===== src/rtl/alu_sched_if.sv =====
// Request/response bus for alu_sched: two ALU requesters, one response port and the architectural flags.
// The slave modport is the scheduler side; the master modport is the requester/consumer side.
interface alu_sched_if;
    logic        req0_valid;
    logic [15:0] req0_a;
    logic [15:0] req0_b;
    logic        req0_ready;

    logic        req1_valid;
    logic        req1_op;
    logic [1:0]  req1_cond;
    logic [15:0] req1_a;
    logic [15:0] req1_b;
    logic        req1_ready;

    logic        rsp_valid;
    logic        rsp_ready;
    logic        rsp_id;
    logic [15:0] rsp_result;
    logic        rsp_wr;

    logic        c_flag;
    logic        z_flag;

    modport slave (
        input  req0_valid, req0_a, req0_b,
        output req0_ready,
        input  req1_valid, req1_op, req1_cond, req1_a, req1_b,
        output req1_ready,
        output rsp_valid, rsp_id, rsp_result, rsp_wr,
        input  rsp_ready,
        output c_flag, z_flag
    );

    modport master (
        output req0_valid, req0_a, req0_b,
        input  req0_ready,
        output req1_valid, req1_op, req1_cond, req1_a, req1_b,
        input  req1_ready,
        input  rsp_valid, rsp_id, rsp_result, rsp_wr,
        output rsp_ready,
        input  c_flag, z_flag
    );
endinterface


===== src/rtl/alu_sched.sv =====
// Two-requester ALU scheduler: arbitrate in IDLE, compute in EXEC, hold the response in RESP.
// Optional macro ALU_SCHED_RR_ARB_EN selects round-robin arbitration instead of fixed req1 priority.
module alu_sched (
    input  logic         clk,
    input  logic         rst_n,
    alu_sched_if.slave   bus
);
    typedef enum logic [1:0] {
        IDLE = 2'd0,
        EXEC = 2'd1,
        RESP = 2'd2
    } state_t;

    state_t      r_state;
    state_t      w_state_next;

    logic [15:0] r_a;
    logic [15:0] r_b;
    logic        r_op;
    logic [1:0]  r_cond;
    logic        r_id;
    logic [15:0] r_rsp_result;
    logic        r_rsp_wr;
    logic        r_rsp_id;
    logic        r_c;
    logic        r_z;

    logic        w_prio1;
    logic        w_grant0;
    logic        w_grant1;
    logic        w_req0_ready;
    logic        w_req1_ready;
    logic        w_handshake;
    logic [16:0] w_sum;
    logic [15:0] w_result;
    logic        w_cond_ok;

`ifdef ALU_SCHED_RR_ARB_EN
    // 0 = last grant went to req0, so req1 wins the next contention.
    logic        r_last;

    assign w_prio1 = ~r_last;

    always_ff @(posedge clk or negedge rst_n) begin
        if (!rst_n) begin
            r_last <= 1'b0;
        end else if (w_handshake) begin
            r_last <= w_grant1;
        end
    end
`else
    assign w_prio1 = 1'b1;
`endif

    assign w_grant1 = bus.req1_valid & (~bus.req0_valid | w_prio1);
    assign w_grant0 = bus.req0_valid & ~w_grant1;

    always_comb begin
        w_state_next = r_state;
        w_req0_ready = 1'b0;
        w_req1_ready = 1'b0;
        w_handshake  = 1'b0;
        case (r_state)
            IDLE: begin
                w_req0_ready = w_grant0;
                w_req1_ready = w_grant1;
                if (w_grant0 || w_grant1) begin
                    w_handshake  = 1'b1;
                    w_state_next = EXEC;
                end
            end
            EXEC: begin
                w_state_next = RESP;
            end
            RESP: begin
                if (bus.rsp_ready) begin
                    w_state_next = IDLE;
                end
            end
            default: begin
                w_state_next = IDLE;
            end
        endcase
    end

    always_ff @(posedge clk or negedge rst_n) begin
        if (!rst_n) begin
            r_state <= IDLE;
        end else begin
            r_state <= w_state_next;
        end
    end

    assign w_sum    = {1'b0, r_a} + {1'b0, r_b};
    assign w_result = r_op ? ~(r_a & r_b) : w_sum[15:0];

    // Flags are sampled as they stand during EXEC, before this operation updates them.
    always_comb begin
        w_cond_ok = 1'b1;
        case (r_cond)
            2'b01:   w_cond_ok = r_c;
            2'b10:   w_cond_ok = r_z;
            default: w_cond_ok = 1'b1;
        endcase
    end

    always_ff @(posedge clk or negedge rst_n) begin
        if (!rst_n) begin
            r_a          <= 16'h0000;
            r_b          <= 16'h0000;
            r_op         <= 1'b0;
            r_cond       <= 2'b00;
            r_id         <= 1'b0;
            r_rsp_result <= 16'h0000;
            r_rsp_wr     <= 1'b0;
            r_rsp_id     <= 1'b0;
            r_c          <= 1'b0;
            r_z          <= 1'b0;
        end else begin
            if (w_handshake) begin
                // req0 is forced to an unconditional ADD.
                r_id   <= w_grant1;
                r_op   <= w_grant1 ? bus.req1_op   : 1'b0;
                r_cond <= w_grant1 ? bus.req1_cond : 2'b00;
                r_a    <= w_grant1 ? bus.req1_a    : bus.req0_a;
                r_b    <= w_grant1 ? bus.req1_b    : bus.req0_b;
            end
            if (r_state == EXEC) begin
                r_rsp_result <= w_result;
                r_rsp_wr     <= w_cond_ok;
                r_rsp_id     <= r_id;
                if (r_id && w_cond_ok) begin
                    r_z <= (w_result == 16'h0000);
                    if (!r_op) begin
                        r_c <= w_sum[16];
                    end
                end
            end
        end
    end

    assign bus.req0_ready = w_req0_ready;
    assign bus.req1_ready = w_req1_ready;
    assign bus.rsp_valid  = (r_state == RESP);
    assign bus.rsp_id     = r_rsp_id;
    assign bus.rsp_result = r_rsp_result;
    assign bus.rsp_wr     = r_rsp_wr;
    assign bus.c_flag     = r_c;
    assign bus.z_flag     = r_z;
endmodule


===== src/flat_wrapper.sv =====
// flat-port wrapper written by rule: the top's interface ports become plain ports
module alu_sched_flat 
  (clk, rst_n, bus_req0_valid, bus_req0_a, bus_req0_b, bus_req0_ready, bus_req1_valid, bus_req1_op, bus_req1_cond, bus_req1_a, bus_req1_b, bus_req1_ready, bus_rsp_valid, bus_rsp_id, bus_rsp_result, bus_rsp_wr, bus_rsp_ready, bus_c_flag, bus_z_flag);
  alu_sched_if bus_i ();
  input  logic clk;
  input  logic rst_n;
  input wire logic [$bits(bus_i.req0_valid)-1:0] bus_req0_valid;
  input wire logic [$bits(bus_i.req0_a)-1:0] bus_req0_a;
  input wire logic [$bits(bus_i.req0_b)-1:0] bus_req0_b;
  output wire logic [$bits(bus_i.req0_ready)-1:0] bus_req0_ready;
  input wire logic [$bits(bus_i.req1_valid)-1:0] bus_req1_valid;
  input wire logic [$bits(bus_i.req1_op)-1:0] bus_req1_op;
  input wire logic [$bits(bus_i.req1_cond)-1:0] bus_req1_cond;
  input wire logic [$bits(bus_i.req1_a)-1:0] bus_req1_a;
  input wire logic [$bits(bus_i.req1_b)-1:0] bus_req1_b;
  output wire logic [$bits(bus_i.req1_ready)-1:0] bus_req1_ready;
  output wire logic [$bits(bus_i.rsp_valid)-1:0] bus_rsp_valid;
  output wire logic [$bits(bus_i.rsp_id)-1:0] bus_rsp_id;
  output wire logic [$bits(bus_i.rsp_result)-1:0] bus_rsp_result;
  output wire logic [$bits(bus_i.rsp_wr)-1:0] bus_rsp_wr;
  input wire logic [$bits(bus_i.rsp_ready)-1:0] bus_rsp_ready;
  output wire logic [$bits(bus_i.c_flag)-1:0] bus_c_flag;
  output wire logic [$bits(bus_i.z_flag)-1:0] bus_z_flag;
  assign bus_i.req0_valid = bus_req0_valid;
  assign bus_i.req0_a = bus_req0_a;
  assign bus_i.req0_b = bus_req0_b;
  assign bus_req0_ready = bus_i.req0_ready;
  assign bus_i.req1_valid = bus_req1_valid;
  assign bus_i.req1_op = bus_req1_op;
  assign bus_i.req1_cond = bus_req1_cond;
  assign bus_i.req1_a = bus_req1_a;
  assign bus_i.req1_b = bus_req1_b;
  assign bus_req1_ready = bus_i.req1_ready;
  assign bus_rsp_valid = bus_i.rsp_valid;
  assign bus_rsp_id = bus_i.rsp_id;
  assign bus_rsp_result = bus_i.rsp_result;
  assign bus_rsp_wr = bus_i.rsp_wr;
  assign bus_i.rsp_ready = bus_rsp_ready;
  assign bus_c_flag = bus_i.c_flag;
  assign bus_z_flag = bus_i.z_flag;
  alu_sched u_core (.clk(clk), .rst_n(rst_n), .bus(bus_i));
endmodule

===== config.mk =====
export PLATFORM = sky130hd
export DESIGN_NAME = alu_sched_flat
export DESIGN_NICKNAME = d
export VERILOG_FILES = /design/src/rtl/alu_sched_if.sv /design/src/rtl/alu_sched.sv /design/src/flat_wrapper.sv
export SDC_FILE = /design/constraint.sdc
export NUM_CORES = 1
export LEC_CHECK = 0
export BUFFER_PORTS_ARGS = -buffer_cell sky130_fd_sc_hd__buf_2
export CAP_MARGIN = 0
export CORE_ASPECT_RATIO = 1.2
export CORE_MARGIN = 5
export CORE_UTILIZATION = 35
export CTS_CLUSTER_DIAMETER = 100
export DETAILED_ROUTE_END_ITERATION = 12
export HOLD_SLACK_MARGIN = 0.05
export PLACE_DENSITY = 0.63
export REMOVE_ABC_BUFFERS = 1
export SETUP_SLACK_MARGIN = 0.05
export SYNTH_ARGS = -nofsm -noshare
export SYNTH_HDL_FRONTEND = slang
export SYNTH_SLANG_ARGS = --single-unit

===== constraint.sdc =====
create_clock -name clk -period 3.12 [get_ports clk]
set_input_delay 0.312 -clock clk [delete_from_list [all_inputs] [get_ports clk]]
set_output_delay 0.312 -clock clk [all_outputs]
set_load 0.02 [all_outputs]

Word-level counts from Yosys, hierarchy flattened. Cells that the tools add are included.

Add/sub/neg operators: 1. Equality and inequality tests: 6. Multiplexer cells: 13. Bitwise gates (word level): 5. Reductions and logical operators: 7.

Operators with widths (number): 16-bit two-way mux (3); 16-bit by 16-bit adder with 17-bit output (1); 16-bit AND (1); 16-bit zero test (1); 16-bit NOT (1); 2-bit two-way mux (3); 2-bit one-hot mux with 3 select lines (1); 1-bit two-way mux (5); 2-bit by 1-bit equality test with 1-bit output, second input constant (2); 2-bit equality test, second input constant (2); 2-bit by 1-bit != test with 1-bit output, second input constant (2); 2-bit AND reduction (2); 3-bit AND reduction (1); 2-bit zero test (1); 1-bit NOT (2); 1-bit one-hot mux with 2 select lines (1); 1-bit AND (1); 1-bit logical AND (1); 1-bit logical OR (1).

Bits in registers: 58. Input port bits: 72. Output and inout bits: 23. Word-level logic and storage cells: 43.

Depth between registers and ports, before layout. Gate-level depths: netlist (run 1).

Depth after elaboration: 5. Mapped depth: 10. Depth with buffers taken out: 10.

Worst setup path after synthesis (run 1). OpenSTA, ideal clock, no wires.

Path kind: register to register. Start point: reg u_core.r_b[0]. End point: reg u_core.r_z, in the netlist u_core.bus.z_flag. Setup time: 104 ps. Data arrival time: 2364 ps. Required time: 3016 ps. Slack: 652 ps. Stages on the path, launching flop included: 11. Path buffers: 0. Clock period less this slack: 2468 ps. Cells stage by stage: dfrtp_1 ha_1 inv_1 fa_1 and2b_1 o31ai_1 a22o_1 o31ai_2 xnor2_1 mux2i_1 o41ai_2.

Word-level cells in the longest chain between the ends: 4. Elaborated cells on any way between the ends: 5. Classes of those cells: add/sub: 1; mux: 1; bitwise: 2; reduce/logical: 1.

RTL lines: from (decl) (line alu_sched.sv:18) `logic [15:0] r_b;`; from (signal assigned) (line alu_sched.sv:126) `r_b <= w_grant1 ? bus.req1_b : bus.req0_b;`; parallel branches: the longest is 2 deep, another holds 16-bit by 16-bit adder with 17-bit output; 16-bit two-way mux (*) (line alu_sched.sv:95) `assign w_result = r_op ? ~(r_a & r_b) : w_sum[15:0];`; 16-bit zero test (*) (line alu_sched.sv:133) `r_z <= (w_result == 16'h0000);`; to (signal assigned) (line alu_sched.sv:133); to (decl) (line alu_sched.sv:26) `logic r_z;`.

Mark *: on every way between the ends. A chain may end at the register's enable or synchronous reset.

Worst setup path in the final report (run 1). Ends and elaborated chain as after synthesis.

==> results of run 1 <==
[where the power goes]
part / switching [µW] / internal [µW]
clock network: 329 / 655
logic: 1980 / 1310
registers: 217 / 1130
[cell usage after synthesis, types with 3 or more instances]
cell type / n / area, µm²
inv_1: 14 / 52.6
clkbuf_1: 18 / 67.6
a21o_1: 7 / 52.6
a211o_1: 3 / 26.3
nand2b_1: 7 / 43.8
o21a_1: 3 / 22.5
ha_1: 19 / 238
xnor2_1: 4 / 35.0
o21ai_0: 57 / 285
nor2_1: 11 / 41.3
dfrtp_1: 58 / 1450
nand4_1: 5 / 31.3
a21oi_1: 11 / 55.1
o31ai_1: 3 / 22.5
mux2_2: 3 / 33.8
a211oi_1: 3 / 22.5
mux2i_1: 37 / 370
buf_2: 3 / 15.0
nor4_1: 4 / 25.0
and2_1: 3 / 18.8
nor2b_1: 3 / 18.8
nand3_1: 5 / 25.0
a31oi_1: 3 / 18.8
nand2_1: 62 / 233
nor3_1: 5 / 25.0
and3_1: 3 / 18.8
o211ai_1: 3 / 22.5
[stage by stage]
stage | TNS (ps) | hold slack, ps | power, µW | utilization, %
2_1_floorplan | -25420 | 16.4 | 3760 | -
3_3_place_gp | 0 | 349 | 4540 | 41.0
5_1_grt | 0 | 198 | 6110 | 44.0
4_1_cts | 0 | 187 | 5650 | 44.0
3_5_place_dp | 0 | 356 | 4610 | 41.0
6_report | 0 | 196 | 5620 | 44.0
[worst max-delay path, delay by kind of cell, from the launching register on]
kind	cells	cell delay [ps]
AO/OA/AOI/OAI	4	990
multiplexers	1	260
adder cells (fa/ha/maj)	2	580
buffers and inverters	1	60
AND/OR/NAND/NOR	2	380
flip-flops	1	370
[cell families after synthesis]
| family | share of synthesized area (%) |
|---|---|
| adder cells (fa/ha/maj) | 6.98 |
| multiplexers | 11.4 |
| XOR/XNOR | 1.42 |
| flip-flops | 39.3 |
| AO/OA/AOI/OAI | 20.7 |
| AND/OR/NAND/NOR | 15.8 |
| buffers and inverters | 4.47 |
[flip-flops by register name (all words and copies together) (netlist names)]
| signal | count |
|---|---|
| u_core.bus.rsp_result | 16 |
| u_core.r_b | 16 |
| u_core.bus.z_flag | 1 |
| u_core.r_a | 16 |
| u_core.r_cond | 2 |
| u_core.r_state | 2 |
| u_core.r_op | 1 |
| u_core.bus.rsp_wr | 1 |
| u_core.r_id | 1 |
| u_core.bus.c_flag | 1 |
| u_core.bus.rsp_id | 1 |
[repair_timing]
item / 4_1_cts / 5_1_grt
setup buffers: 0 / 0
hold buffers: 1 / 0
hold endpoints to repair: 27 / 0
[how the worst min path moves through the flow]
stage                        from                             to  slack, ps  cells after the start
finish              bus_rsp_ready  u_core.r_state[1]$_DFFE_PN0P_        200                      2
floorplan                   rst_n  u_core.bus.c_flag$_DFFE_PN0P_         20                      0
global placement            rst_n      u_core.r_b[6]$_DFFE_PN0P_        350                      1
detailed placement          rst_n      u_core.r_b[6]$_DFFE_PN0P_        360                      1
CTS                 bus_rsp_ready  u_core.r_state[1]$_DFFE_PN0P_        190                      2
global route        bus_rsp_ready  u_core.r_state[1]$_DFFE_PN0P_        200                      2
[layout make-up]
class,instances,area [µm²]
Multi-Input combinational cell,302,2090
Inverter,15,56.3
Clock inverter,5,52.6
Timing Repair Buffer,101,526
Tap cell,129,161
Sequential cell,58,1450
Clock buffer,11,253
Fill cell,1058,5830
[metal layers]
layer,routed length [µm],global-route usage [%]
met3,540,3.79
met4,200,7.21
met2,4200,23.7
met1,4130,18.0
met5,0,0
==> impl_results.md, run 1 <==
* Drt pass-1 iters at 4
* Critical Path End Type: flip-flop
* Number of DRC markers in iteration 0 at around 140
* Clock tree root driver cell: clkbuf_16
* Wire length per cell at around 15 µm
* GPL Wtd Cong at roughly 0.8
* Synth-to-layout area growth at 24.2%
* Final setup violation count at 0
* Core area at roughly 10000 µm²
* Total global routing overflow at 0
* RSZ-0062 raised after global routing: false
* Worst clock skew at around 6.7 ps
* Peak VDD IR at about 350 µV
* Tot GR Track Use at 14.6%
* Clock latency on the worst-skew pair at roughly 330 ps
* Via count at between 3000 and 4000
* Syn_area_per_cell at just over 9 µm²
* EDFF count, synth at 0
* DP Area at 4270 µm²
* Area of the die at ~13000 µm²
* RR Startpoint: u_core.r_b[0]$_DFFE_PN0P_
* Pre-CTS setup slack at roughly 400 ps
* R2r setup slk at ~380 ps
* Clock Tree Buf Depth at 2
* Post-Syn Area at 3690 µm²
* Final Hold Vio Count at 0
* Chip height at approximately 120 µm
* Clock sink count at 58
* Worst setup margin at between 300 and 400 ps
* Synth Register Bits at 58
* Diode count at 0
* Antenna violations before repair at 0
* Drt total wl at 9070 µm
* IO Port Bufs at between 90 and 100
* Mapped Cells at 400
* Nets at 579
* Non-Filler Instances at around 620
* Clock-pin slew on the worst setup and hold paths at 50 ps
* Slowest cell delay on critical path at roughly 390 ps
* H-tree levels at 3
* Critical Path RT at 3340 ps
* Final Cycle Share at around 88%
* Starting Density at between 30% and 40%
* CP Cell Sequence: ha_1 -> inv_1 -> fa_1 -> and2b_1 -> o31ai_1 -> a22o_1 -> o21ai_0 -> mux2i_1 -> nand2_1 -> o41ai_2
* Post-CTS sizing at 0
* Crit path max fanout at 6
* Tmin final at 2740 ps
* Min-Delay Path Class: in -> reg
* Share of post-route cells with drive strength above 1 at approximately a quarter
* Ys async rst share at 100%
* Synth warnings at 0
* Cell count after placement at between 600 and 700
* Unique cell type count in the Yosys netlist at 60
* Final instance area at around 4600 µm²
* Max Clk Rate at 364 MHz
* Worst setup endpoint: u_core.bus.z_flag$_DFFE_PN0P_
* Die width at slightly above 100 µm
* Startpoint Class: flip-flop
* Pin count of the biggest net entering global routing at 35
* Final Slew Violations at 0
* Worst-case reg-to-reg path depth at 10
* # DRC at 0
* Row Count at 41
* Most frequent cells in the layout: 94 x buf_2, 62 x nand2_1, 58 x dfrtp_1
* WP data arrival at between 2000 and 3000 ps
* Setup CP Type: reg -> reg
* Total CTS buffers at 9
* First-pass GRT wire length at 15100 µm
* Vias in the first global route at ~3200
* Critical path launch point: u_core.r_b[0]$_DFFE_PN0P_
* MaxCap Viol Count at 0
* Slew HR at 40.8%
* Vias/cell at roughly 5.1
* Leakage at around 0.0023 µW
* Most common cell after layout, fill and taps aside: buf_2
* CTS tree: built
* Power per cell area at about 1200 nW/µm²
* Detail Route Antenna Nets at 0
* Prevailing post-synth register cell: dfrtp_1
* Reg2Reg Capture Point: u_core.bus.z_flag$_DFFE_PN0P_
* Slew @ Worst Pin at 888 ps
* Max stage delay cell, worst path: fa_1
* Status: finished, final reports clean
* Detail Placement HPWL at between 6000 and 7000 µm
* IO Count at 95
* Seq/Total Area, Yosys at 39.3%
(Power assumes the default switching activity.)
==> run 2: changes to the inputs <==
- CELL_PAD_IN_SITES_DETAIL_PLACEMENT: unset -> 1
- CELL_PAD_IN_SITES_GLOBAL_PLACEMENT: unset -> 2
- CORE_UTILIZATION: 35 -> 32
- PLACE_DENSITY: 0.63 -> 0.86
==> impl_results.md, run 2 (synthesis gave the netlist of run 1 again) <==
* Wire length per cell at roughly 15 µm
* Via count at about 3300
* Number of DRC markers in iteration 0 at between 150 and 200
* Hold-fix buffers at CTS at 0
* H-tree levels at 3
* R2r setup slk at roughly 380 ps
* P_sw at about 2600 µW
* CTS tree: built
* Crit path max fanout at 6
* Clock tree root driver cell: clkbuf_16
* Pre-CTS setup slack at about 380 ps
* Nets at 580
* RSZ-0062 raised after global routing: false
* Seq pwr share at between 20% and 30%
* Tot GR Track Use at roughly 15%
* Final Cycle Share at roughly 88%
* Clock Tree Buf Depth at 2
* Starting Density at 32.2%
* Clock latency on the worst-skew pair at ~330 ps
* Peak VDD IR at about 320 µV
* Most frequent cells in the layout: 94 x buf_2, 62 x nand2_1, 58 x dfrtp_1
* Max Clk Rate at approximately 360 MHz
* Final Hold Vio Count at 0
* Clock Power Share at 16.0%
* Total global routing overflow at 0
* Final setup violation count at 0
* Core area at about 11000 µm²
* Clock sink count at 58
* Tmin final at between 2000 and 3000 ps
* Die width at 108 µm
* Post-CTS sizing at 0
* Detail Placement HPWL at slightly below 8000 µm
* Critical Path End Type: flip-flop
* IO Port Bufs at 94
* Vias/cell at between 5 and 6
* Detail Route Antenna Nets at 0
* Slew @ Worst Pin at approximately 1100 ps
* Sw Ratio at between 40% and 50%
* Row Count at between 40 and 50
* Power per cell area at around 1200 nW/µm²
* Final Slew Violations at 0
* GPL Wtd Cong at between 0.8 and 0.9
* Total CTS buffers at 9
* Combinational power share at between 50% and 60%
* Drt pass-1 iters at 4
* Critical Path RT at ~3400 ps
* Setup CP Type: reg -> reg
* Hold WS at between 150 and 200 ps
* Clock-pin slew on the worst setup and hold paths at 50 ps
* Leakage at roughly 0.0023 µW
* MaxCap Viol Count at 0
* Pin count of the biggest net entering global routing at 50
* Min-Delay Path Class: in -> async
* Diode count at 0
* IO Count at 95
* Startpoint Class: flip-flop
* Antenna violations before repair at 0
* Synth-to-layout area growth at 24.4%
* Cell internal pwr at between 3000 and 4000 µW
* Slew HR at 27.6%
* Worst setup margin at 376 ps
* Postcts setup bufs at 0
* WP data arrival at approximately 3000 ps
* Area of the die at around 14000 µm²
* Share of post-route cells with drive strength above 1 at a little over a quarter
* # DRC at 0
* Worst clock skew at between 7 and 8 ps
* First-pass GRT wire length at about 17000 µm
* Chip height at ~130 µm
* Drt total wl at about 10000 µm
* Most common cell after layout, fill and taps aside: buf_2
* Vias in the first global route at 3441
* Status: finished, final reports clean
run 2: cell count changes in the layout (fill, tap and decap cells not counted):
| cell | change |
|---|---|
| clkbuf_8 | -1 |
| clkinvlp_4 | +1 |
| bufinv_16 | -1 |
| buf_4 | +2 |
| clkbuf_1 | +1 |
| dlygate4sd3_1 | -1 |
run 2: cell type report:
cell class	instances	area, µm²
fill	1368	6870
multi-input combinational	302	2090
sequential	58	1450
timing repair buffer	102	531
clock buffer	11	243
tap	157	196
inverter	15	56.3
clock inverter	5	30.0
run 2: per-stage QoR:
| step | setup TNS, ps | power (µW) | utilization [%] | std cells | instance area (µm²) |
|---|---|---|---|---|---|
| detailed placement | 0 | 4760 | 37.7 | 634 | 4320 |
| floorplan | -25420 | 3760 | - | 375 | 3580 |
| CTS | 0 | 5680 | 40.1 | 650 | 4590 |
| global route | 0 | 6140 | 40.1 | 650 | 4590 |
| finish | 0 | 5610 | 40.1 | 650 | 4590 |
| global placement | 0 | 4600 | 37.7 | 634 | 4320 |
run 2: worst paths after layout:
| kind | from | endpoint | cells past startpoint |
|---|---|---|---|
| setup reg to reg | u_core.r_b[0]$_DFFE_PN0P_ | u_core.bus.z_flag$_DFFE_PN0P_ | 10 |
| setup / recovery | u_core.r_b[0]$_DFFE_PN0P_ | u_core.bus.z_flag$_DFFE_PN0P_ | 10 |
| hold reg to reg | u_core.bus.rsp_wr$_DFFE_PN0P_ | u_core.bus.rsp_wr$_DFFE_PN0P_ | 2 |
| hold / removal | rst_n | u_core.r_cond[0]$_DFFE_PN0P_ | 1 |
| min in group clk | bus_rsp_ready | u_core.r_state[1]$_DFFE_PN0P_ | 2 |
| max in group asynchronous | rst_n | u_core.r_b[3]$_DFFE_PN0P_ | 2 |
run 2: power by group through the flow:
| stage | clock, µW | combinational (µW) | sequential [µW] |
|---|---|---|---|
| 2_1_floorplan | 0 | 2260 | 1500 |
| 3_3_place_gp | 0 | 3240 | 1360 |
| 3_5_place_dp | 0 | 3370 | 1390 |
| 4_1_cts | 916 | 3390 | 1380 |
| 5_1_grt | 948 | 3760 | 1430 |
| 6_report | 895 | 3340 | 1370 |
run 2: routing by layer:
layer  vias up  part of all wire, %  GRT usage (%)
li1       1622                    -              -
met1      1563                   44           18.9
met2        67                   50           25.8
met3        10                  4.2           2.62
met4         0                  1.6           5.94
met5         -                    0              0
run 2: critical path, cell delays in order (launching register included):
cell and delay [ps]:
dfrtp_1 370, ha_1 190, inv_1 60, fa_1 390, and2b_1 280, o31ai_1 90, a22o_1 320, o21ai_0 240
mux2i_1 270, nand2_1 110, o41ai_2 330
==> run 3: changes to the inputs <==
- RECOVER_POWER: unset -> 25
==> impl_results.md, run 3 (synthesis gave the netlist of run 1 again) <==
* Total global routing overflow at 0
* Startpoint Class: flip-flop
* Final Slew Violations at 50
* Peak VDD IR at ~320 µV
* Die width at about 110 µm
* Combinational power share at between 50% and 60%
* Chip height at between 100 and 150 µm
* Clock-pin slew on the worst setup and hold paths at approximately 50 ps
* Final Cycle Share at 87.9%
* IO Port Bufs at 94
* Synth-to-layout area growth at 24.4%
* MaxCap Viol Count at 1
* Critical Path End Type: flip-flop
* Worst clock skew at around 7.6 ps
* CTS tree: built
* Most common cell after layout, fill and taps aside: buf_2
* Core area at roughly 11000 µm²
* Clock sink count at between 50 and 60
* IO Count at 95
* Max Clk Rate at 364 MHz
* H-tree levels at 3
* Tot GR Track Use at 15.1%
* Share of post-route cells with drive strength above 1 at a little over a quarter
* P_sw at ~2600 µW
* Status: finished with violations
* R2r setup slk at approximately 380 ps
* Hold WS at between 150 and 200 ps
* Sw Ratio at 46.3%
* Nets at 580
* Pre-CTS setup slack at ~380 ps
* Min-delay src: bus_rsp_ready
* Post-CTS sizing at 0
* Clock Tree Buf Depth at 2
* Cell internal pwr at ~3000 µW
* Antenna violations before repair at 0
* Final instance area at ~4600 µm²
* Postcts setup bufs at 0
* Wire length per cell at ~15 µm
* Worst setup margin at between 300 and 400 ps
* Crit path max fanout at 6
* Final setup violation count at 0
* Area of the die at roughly 14000 µm²
* Seq pwr share at between 20% and 30%
* Power per cell area at around 1200 nW/µm²
* Row Count at between 40 and 50
* Leakage at between 0.002 and 0.0025 µW
* Clock latency on the worst-skew pair at 330 ps
* Worst-case reg-to-reg path depth at 10
* Hold-fix buffers at CTS at 0
* DP Area at roughly 4300 µm²
* Total CTS buffers at 9
* Slew HR at -73.8%
* Finished Core Util at approximately two fifths
* Detail Placement HPWL at 7820 µm
* GPL Wtd Cong at between 0.8 and 0.9
* Vias in the first global route at between 3000 and 4000
* Vias/cell at 5.02
* Drt pass-1 iters at 4
* Detail Route Antenna Nets at 0
* Reg2Reg Capture Point: u_core.bus.z_flag$_DFFE_PN0P_
* Final Hold Vio Count at 0
* Clock Power Share at 16.0%
* RR Startpoint: u_core.r_b[0]$_DFFE_PN0P_
* Setup CP Type: reg -> reg
* Diode count at 0
* Most frequent cells in the layout: 93 x buf_2, 62 x nand2_1, 58 x dfrtp_1
* Critical Path RT at about 3400 ps
* RSZ-0062 raised after global routing: false
* Pin count of the biggest net entering global routing at 50
* Via count at ~3300
* WP data arrival at approximately 3000 ps
* Slew @ Worst Pin at approximately 2600 ps
* Clock tree root driver cell: clkbuf_16
* Drt total wl at roughly 10000 µm
* Failing checks: capacitance limit, slew limit
* Min-Delay Path Class: in -> reg
* Hold path endpoint: u_core.r_state[1]$_DFFE_PN0P_
* Starting Density at around a third
* Tmin final at between 2000 and 3000 ps
* Hold Path Cell Cnt at 2
* First-pass GRT wire length at roughly 17000 µm
* Filler cells at 1369
* Number of DRC markers in iteration 0 at ~160
* # DRC at 0
run 3: changes by cell type in the layout (fill, tap and decap cells not counted):
cell	delta
buf_2	-1
clkbuf_1	+1
run 3: through the flow:
stage / power, µW / setup TNS [ps] / cells
finish: 5610 / 0 / 650
floorplan: 3760 / -25420 / 375
detailed placement: 4760 / 0 / 634
CTS: 5680 / 0 / 650
global route: 6140 / 0 / 650
global placement: 4600 / 0 / 634
run 3: per-layer routing:
layer	global-route usage, %	wire length [µm]
met1	18.9	4420
met2	25.8	4970
met3	2.62	414
met4	5.94	161
met5	0	0
run 3: final cells by class:
type                       count  area [µm²]  share of cell area (%)
clock inverter                 5        30.0                   0.654
sequential                    58        1450                    31.6
tap                          157         196                    4.28
multi-input combinational    302        2090                    45.4
timing repair buffer         102         529                    11.5
inverter                      15        56.3                    1.23
clock buffer                  11         243                    5.29
run 3: critical path, cell delays in order (launching register included):
cell	delay (ps)
dfrtp_1	370
ha_1	190
inv_1	60
fa_1	390
and2b_1	280
o31ai_1	90
a22o_1	320
o21ai_0	240
mux2i_1	270
nand2_1	110
o41ai_2	330
run 3: worst max-delay path by stage:
stage                                    from                             to  slack [ps]  cells after the start
finish              u_core.r_b[0]$_DFFE_PN0P_  u_core.bus.z_flag$_DFFE_PN0P_         380                     10
global route        u_core.r_a[0]$_DFFE_PN0P_  u_core.bus.z_flag$_DFFE_PN0P_         180                     10
CTS                 u_core.r_b[0]$_DFFE_PN0P_  u_core.bus.z_flag$_DFFE_PN0P_         340                     10
detailed placement  u_core.r_b[0]$_DFFE_PN0P_  u_core.bus.z_flag$_DFFE_PN0P_         380                     10
global placement    u_core.r_b[0]$_DFFE_PN0P_  u_core.bus.z_flag$_DFFE_PN0P_         510                     10
floorplan                      bus_req1_valid   u_core.r_cond[0]$_DFFE_PN0P_        -740                      3
run 3: power by group through the flow:
stage	logic [µW]	clock network, µW	registers, µW
floorplan	2260	0	1500
global placement	3240	0	1360
detailed placement	3370	0	1390
CTS	3390	916	1380
global route	3760	948	1430
finish	3340	895	1370
